<file path="src/rtl/instruction_fetch_pkg.sv">
// Shared constants and state encoding for the instruction fetch stage.
// Optional end-of-memory halt is enabled by defining IFETCH_HALT_EN.
package instruction_fetch_pkg;

    localparam int unsigned ADDR_W  = 10;
    localparam int unsigned INSTR_W = 32;

    // Bubble word: opcode 010000, rs 01111, rt 0, offset 0.
    localparam logic [INSTR_W-1:0] IF_NOP_WORD = 32'h41E0_0000;

    localparam logic [ADDR_W-1:0] PC_LAST = '1;

    typedef enum logic {
        StRun  = 1'b0,
        StHalt = 1'b1
    } fetch_state_e;

endpackage

</file>
<file path="src/rtl/instruction_fetch_if.sv">
// Bundles the memory, control and IF/ID signals of the fetch stage.
// slave: the fetch stage itself; master: whatever drives memory data and control.
interface instruction_fetch_if;
    import instruction_fetch_pkg::*;

    logic [ADDR_W-1:0]  Addr;
    logic [INSTR_W-1:0] Instruction;
    logic               stall;
    logic               branch_taken;
    logic [ADDR_W-1:0]  branch_target;
    logic [INSTR_W-1:0] if_id_instr;
    logic [ADDR_W-1:0]  if_id_pc;
    logic               if_id_valid;
    logic [15:0]        fetch_count;
    logic               halted;

    modport slave (
        output Addr,
        input  Instruction,
        input  stall,
        input  branch_taken,
        input  branch_target,
        output if_id_instr,
        output if_id_pc,
        output if_id_valid,
        output fetch_count,
        output halted
    );

    modport master (
        input  Addr,
        output Instruction,
        output stall,
        output branch_taken,
        output branch_target,
        input  if_id_instr,
        input  if_id_pc,
        input  if_id_valid,
        input  fetch_count,
        input  halted
    );

endinterface

</file>
<file path="src/rtl/fetch_pc_reg.sv">
// Program counter with redirect/hold/increment and RUN/HALT state machine.
// Halt at the last word is built only when IFETCH_HALT_EN is defined; otherwise PC wraps.
module fetch_pc_reg
    import instruction_fetch_pkg::*;
#(
    parameter logic [ADDR_W-1:0] RESET_PC = 10'd0
) (
    input  logic              clk,
    input  logic              rst,
    input  logic              stall,
    input  logic              branch_taken,
    input  logic [ADDR_W-1:0] branch_target,
    output logic [ADDR_W-1:0] pc,
    output logic              halted,
    output logic              fetch_en
);

    fetch_state_e      state_q, state_d;
    logic [ADDR_W-1:0] pc_q, pc_d;

    always_ff @(posedge clk) begin
        if (rst) begin
            state_q <= StRun;
            pc_q    <= RESET_PC;
        end else begin
            state_q <= state_d;
            pc_q    <= pc_d;
        end
    end

    always_comb begin
        state_d  = state_q;
        pc_d     = pc_q;
        fetch_en = 1'b0;
        if (branch_taken) begin
            pc_d    = branch_target;
            state_d = StRun;
        end else if (!stall && state_q == StRun) begin
            fetch_en = 1'b1;
`ifdef IFETCH_HALT_EN
            if (pc_q == PC_LAST) begin
                state_d = StHalt;
            end else begin
                pc_d = pc_q + 1'b1;
            end
`else
            pc_d = pc_q + 1'b1;
`endif
        end
    end

    assign pc = pc_q;

`ifdef IFETCH_HALT_EN
    assign halted = (state_q == StHalt);
`else
    assign halted = 1'b0;
`endif

endmodule

</file>
<file path="src/rtl/instruction_fetch.sv">
// Fetch stage top: PC sub-block plus IF/ID pipeline register and saturating fetch counter.
// Define IFETCH_HALT_EN to stop fetching after the word at the last address.
module instruction_fetch
    import instruction_fetch_pkg::*;
#(
    parameter logic [ADDR_W-1:0]  RESET_PC = 10'd0,
    parameter logic [INSTR_W-1:0] NOP_WORD = IF_NOP_WORD
) (
    input  logic                 clk,
    input  logic                 rst,
    instruction_fetch_if.slave   bus
);

    logic [ADDR_W-1:0]  pc;
    logic               halted;
    logic               fetch_en;

    logic [INSTR_W-1:0] instr_q;
    logic [ADDR_W-1:0]  ifpc_q;
    logic               valid_q;
    logic [15:0]        count_q;

    fetch_pc_reg #(
        .RESET_PC (RESET_PC)
    ) u_pc (
        .clk           (clk),
        .rst           (rst),
        .stall         (bus.stall),
        .branch_taken  (bus.branch_taken),
        .branch_target (bus.branch_target),
        .pc            (pc),
        .halted        (halted),
        .fetch_en      (fetch_en)
    );

    always_ff @(posedge clk) begin
        if (rst) begin
            instr_q <= NOP_WORD;
            ifpc_q  <= '0;
            valid_q <= 1'b0;
            count_q <= '0;
        end else if (bus.branch_taken) begin
            instr_q <= NOP_WORD;
            valid_q <= 1'b0;
        end else if (bus.stall) begin
            instr_q <= instr_q;
        end else if (fetch_en) begin
            instr_q <= bus.Instruction;
            ifpc_q  <= pc;
            valid_q <= 1'b1;
            count_q <= count_q + 16'(count_q != 16'hFFFF);
        end else begin
            // Halted: keep feeding bubbles downstream.
            instr_q <= NOP_WORD;
            valid_q <= 1'b0;
        end
    end

    assign bus.Addr        = pc;
    assign bus.if_id_instr = instr_q;
    assign bus.if_id_pc    = ifpc_q;
    assign bus.if_id_valid = valid_q;
    assign bus.fetch_count = count_q;
    assign bus.halted      = halted;

endmodule

</file>
<file path="src/flat_wrapper.sv">
// flat-port wrapper written by rule: the top's interface ports become plain ports
module instruction_fetch_flat import instruction_fetch_pkg::*;
#(
    parameter logic [ADDR_W-1:0]  RESET_PC = 10'd0,
    parameter logic [INSTR_W-1:0] NOP_WORD = IF_NOP_WORD
)
  (clk, rst, bus_Addr, bus_Instruction, bus_stall, bus_branch_taken, bus_branch_target, bus_if_id_instr, bus_if_id_pc, bus_if_id_valid, bus_fetch_count, bus_halted);
  instruction_fetch_if bus_i ();
  input  logic clk;
  input  logic rst;
  output wire logic [$bits(bus_i.Addr)-1:0] bus_Addr;
  input wire logic [$bits(bus_i.Instruction)-1:0] bus_Instruction;
  input wire logic [$bits(bus_i.stall)-1:0] bus_stall;
  input wire logic [$bits(bus_i.branch_taken)-1:0] bus_branch_taken;
  input wire logic [$bits(bus_i.branch_target)-1:0] bus_branch_target;
  output wire logic [$bits(bus_i.if_id_instr)-1:0] bus_if_id_instr;
  output wire logic [$bits(bus_i.if_id_pc)-1:0] bus_if_id_pc;
  output wire logic [$bits(bus_i.if_id_valid)-1:0] bus_if_id_valid;
  output wire logic [$bits(bus_i.fetch_count)-1:0] bus_fetch_count;
  output wire logic [$bits(bus_i.halted)-1:0] bus_halted;
  assign bus_Addr = bus_i.Addr;
  assign bus_i.Instruction = bus_Instruction;
  assign bus_i.stall = bus_stall;
  assign bus_i.branch_taken = bus_branch_taken;
  assign bus_i.branch_target = bus_branch_target;
  assign bus_if_id_instr = bus_i.if_id_instr;
  assign bus_if_id_pc = bus_i.if_id_pc;
  assign bus_if_id_valid = bus_i.if_id_valid;
  assign bus_fetch_count = bus_i.fetch_count;
  assign bus_halted = bus_i.halted;
  instruction_fetch #(.RESET_PC(RESET_PC), .NOP_WORD(NOP_WORD)) u_core (.clk(clk), .rst(rst), .bus(bus_i));
endmodule
</file>
<file path="config.mk">
export PLATFORM = sky130hd
export DESIGN_NAME = instruction_fetch_flat
export DESIGN_NICKNAME = d
export VERILOG_FILES = /design/src/rtl/instruction_fetch_pkg.sv /design/src/rtl/instruction_fetch_if.sv /design/src/rtl/fetch_pc_reg.sv /design/src/rtl/instruction_fetch.sv /design/src/flat_wrapper.sv
export SDC_FILE = /design/constraint.sdc
export NUM_CORES = 1
export LEC_CHECK = 0
export BUFFER_PORTS_ARGS = -buffer_cell sky130_fd_sc_hd__clkbuf_2
export CAP_MARGIN = 20
export CORE_MARGIN = 8
export CORE_UTILIZATION = 35
export CTS_CLUSTER_DIAMETER = 80
export DETAILED_ROUTE_END_ITERATION = 10
export PLACE_DENSITY = 0.72
export SYNTH_ARGS = -nofsm -noshare
export SYNTH_HDL_FRONTEND = slang
export SYNTH_SLANG_ARGS = --single-unit
export TNS_END_PERCENT = 10
</file>
<file path="constraint.sdc">
create_clock -name clk -period 5.2 [get_ports clk]
set_clock_uncertainty 0.2 [all_clocks]
set_input_delay 0.78 -clock clk [delete_from_list [all_inputs] [get_ports clk]]
set_output_delay 0.78 -clock clk [all_outputs]
set_load 0.02 [all_outputs]
</file>
* Word-level counts from Yosys, hierarchy flattened *
Cells that the tools add are included.

word-level totals
  register bits = 69
  input port bits = 46
  output and inout port bits = 70
  word-level logic and storage cells = 20

cells by class
  add/subtract/negate cells = 2
  equal/unequal tests = 1
  muxes and demuxes = 6
  bitwise logic cells = 2
  reduce and logical (&&, ||, !) cells = 4

operators with widths
  operator                                       number
  two-way mux 32 bit                             1
  two-way mux 10 bit                             2
  adder 16 x 1 -> 16 bit                         1
  inequality test 16 bit, second input constant  1
  adder 10 x 1 -> 10 bit, second input constant  1
  two-way mux 1 bit                              3
  AND reduction 3 bit                            1
  inverter 1 bit                                 2
  nonzero test 2 bit                             1
  OR reduction 2 bit                             1
  zero test 1 bit                                1

* Depth between registers and ports, before layout *
  depth in word-level cells = 3
  mapped depth = 9
  depth with buffers taken out = 9

* Hierarchy *
A second synthesis with hierarchy kept.

second synthesis, totals
  cell total of the unflattened synthesis = 323
  area, all modules = 2826.5 µm²

by module, submodules not included
  module             times used  cells each  area an instance (µm²)  seq. area each (µm²)
  instruction_fetch  1           247         2217.1                  1181.1
  fetch_pc_reg       1           76          609.3                   200.2

* Worst setup path before layout *
OpenSTA, ideal clock, no wires.

  kind = register to register
  start point = register u_core.count_q[3] (netlist: u_core.bus.fetch_count[3])
  end point = register u_core.count_q[12] (netlist: u_core.bus.fetch_count[12])
  library setup time = 128 ps
  arrival = 2271 ps
  data required time = 4872 ps
  setup slack = 2601 ps
  stages on the path, launching flop included = 10
  buffers on the path = 0
  clock period less this slack = 2599 ps
  cells stage by stage = dfxtp_1 > and4_4 > nand3_1 > or3_1 > ha_1 > ha_1 > and4bb_2 > nand4_1 > xor2_1 > nor2_1

between the ends
  word-level cells in the longest chain between the ends = 2

RTL lines
  element                     RTL line                 RTL
  start: declaration          instruction_fetch.sv:21  logic [15:0] count_q;
  start signal: assignment    instruction_fetch.sv:51  count_q <= count_q + 16'(count_q != 16'hFFFF);
  inequality test 16 bit      instruction_fetch.sv:51
  adder 16 x 1 -> 16 bit (*)  instruction_fetch.sv:51

Every way passes the cells marked *; elsewhere a longest branch is shown, timed or not.
A chain may end at the register's enable or synchronous reset.

* Worst setup path after layout *
Same ends and word-level chain as after synthesis.

==> results.cfg <==
[run_status]
status = completed

[drt]
routed_wl_um = 7760
ant_nets = 0
drcViolationCount = 0
vias = 2551
post_drt_via_cell_ratio = 4.85
dr.pass1.iters = 4
first_iter_violations = 80
route.detailed.wl_per_inst_um = 14.7

[sta]
setup_viol = 0
rsz0062_at_grt = false
post-route-period-util = 0.516
fin_ws_ps = 2510
slew_violations = 0
max_freq_mhz = 372
final.setup.tns_ps = 0
hold_viol = 0
slew_headroom = 0.390
fin_hold_ws_ps = 256
worst_pin_slew_ps = 913
min_period_ps = 2690

[die]
coreArea_mm2 = 0.00777
die_h_um = 106
initial_core_util = 0.363
placement_rows = 32
die-area_mm2 = 0.0112
die_x_um = 106
ios = 116

[hold_path]
hold_class = register to register
hold_path_depth = 2

[cts]
clock_tree.root_cell = clkbuf_8
ctsResizeCount = 0
cts_made_buffers = 9
htree_num_levels = 3
cts.sinks = 69
cts_setup_buffers = 0
cts_tree = done
cts_hold_buf = 0
clk_pin_slew_ps = 70
cts.path.max_buffers = 2
clkLatencyLatePin_ps = 340

[power]
vdd_drop_max_uv = 167
power_mw = 1.13
leakage_nw = 1.67
power_density_mw_per_mm2 = 311

[layout]
fin_util = 0.470
layout_commonest_cell = clkbuf_2
nFillCells = 785
drive_gt1_frac = 0.325
syn_to_final_growth_pct = 29.4
layout_common_cells = 114 x clkbuf_2, 69 x dfxtp_1, 47 x nand2_1
final_area_mm2 = 0.00365
final_nets = 469
n_antenna_cell = 0
fin_cells = 526

[global_route]
grt_pass1_wl_um = 12500
grt_overflow = 0
grt_usage = 0.139
grt_max_degree = 46
antenna_found_initial = 0
grt_pass1_vias = 2536

[place]
port_buffers = 114
placedCellCount = 510
place_ws_ps = 2320
place_congestion = 0.800
dp_hpwl_um = 5830
placed_area_mm2 = 0.00344

[synthesis]
avgSynthCellArea_um2 = 9.09
syn_inst = 310
synth_flop_cell = dfxtp_1
synthArstFlopShare = 0
syn_nets = 360
synth_area_mm2 = 0.00282
synth.distinct_cells = 36
ys_seq_area_frac = 0.490
ys_ff_latch = 69
ys_warn_count = 0
synth_edf_count = 0

[critical_path]
reg2reg_depth = 9
cp.arrival_ps = 2690
crit_path_end_kind = register
crit_fanout = 7
criticalPathCategory = register to register
start_kind = register
worstPathRequired_ps = 5200

[flow_run]
maxCapViolations = 0
kinds of logic (layout without fill, tap and decap cells):
| logic type | after synthesis | in the layout | share of synthesized area |
|---|---|---|---|
| other cells | 1 | 1 | 0.00133 |
| compound gates | 34 | 34 | 0.0688 |
| mux | 33 | 33 | 0.117 |
| xor+xnor | 16 | 16 | 0.0497 |
| fa+ha+maj | 4 | 4 | 0.0178 |
| buf+inv | 21 | 135 | 0.0351 |
| flops | 69 | 69 | 0.490 |
| simple gates | 132 | 132 | 0.220 |
state kept, by name (all words and copies together) (netlist names):
signal	flops
u_core.u_pc.pc	10
u_core.bus.if_id_pc	10
u_core.bus.if_id_valid	1
u_core.bus.if_id_instr	32
u_core.bus.fetch_count	16
per-layer routing:
layer | GRT usage | vias to the layer above | routed length (µm)
met5 | 0 | - | 0
met4 | 0.0724 | 0 | 138
met3 | 0.0694 | 14 | 903
met2 | 0.214 | 113 | 3430
met1 | 0.155 | 1151 | 3290
li1 | - | 1273 | -
worst paths after layout:
check | startpoint | slack (ps) | endpoint
setup reg to reg | u_core.bus.fetch_count[3] | 2510 | u_core.bus.fetch_count[12]
hold reg to reg | u_core.bus.if_id_pc[8] | 260 | u_core.bus.if_id_pc[8]
setup / recovery | u_core.bus.fetch_count[3] | 2510 | u_core.bus.fetch_count[12]
hold / removal | u_core.bus.if_id_pc[8] | 260 | u_core.bus.if_id_pc[8]
synthesized netlist by cell type, types with 4 or more instances:
| cell | number | area [µm²] |
|---|---|---|
| clkbuf_1 | 7 | 26.3 |
| nand4_1 | 7 | 43.8 |
| nor2_1 | 45 | 169 |
| nand3_1 | 7 | 35.0 |
| buf_2 | 7 | 35.0 |
| ha_1 | 4 | 50.1 |
| nand2_1 | 47 | 176 |
| nor3_1 | 4 | 20.0 |
| o21ai_0 | 7 | 35.0 |
| a21oi_1 | 20 | 100 |
| mux2i_1 | 33 | 330 |
| dfxtp_1 | 69 | 1380 |
| or3_1 | 8 | 50.1 |
| xor2_1 | 10 | 87.6 |
| xnor2_1 | 6 | 52.6 |
| inv_1 | 4 | 15.0 |
worst max-delay path, stage by stage, from the launching register on:
cell	delay, ps
dfxtp_1	440
and4_4	280
nand3_1	150
or3_1	430
ha_1	260
ha_1	230
and4bb_2	260
nand4_1	100
xor2_1	150
nor2_1	50
power by group:
| group | switching, mW | total [mW] | internal [mW] | leakage, nW |
|---|---|---|---|---|
| combinational | 0.0711 | 0.118 | 0.0472 | 1.00 |
| clock | 0.215 | 0.453 | 0.239 | 0.104 |
| sequential | 0.0159 | 0.561 | 0.545 | 0.562 |
area by class of cell:
type	count	area, µm²	share of cell area
clock buffers	10	138	0.0377
clock inverters	6	68.8	0.0189
inverters	4	15.0	0.00412
multi-input cells	220	1340	0.367
flip-flops and latches	69	1380	0.379
well taps	102	128	0.0350
repair buffers	115	578	0.158
(Power assumes the default switching activity.)
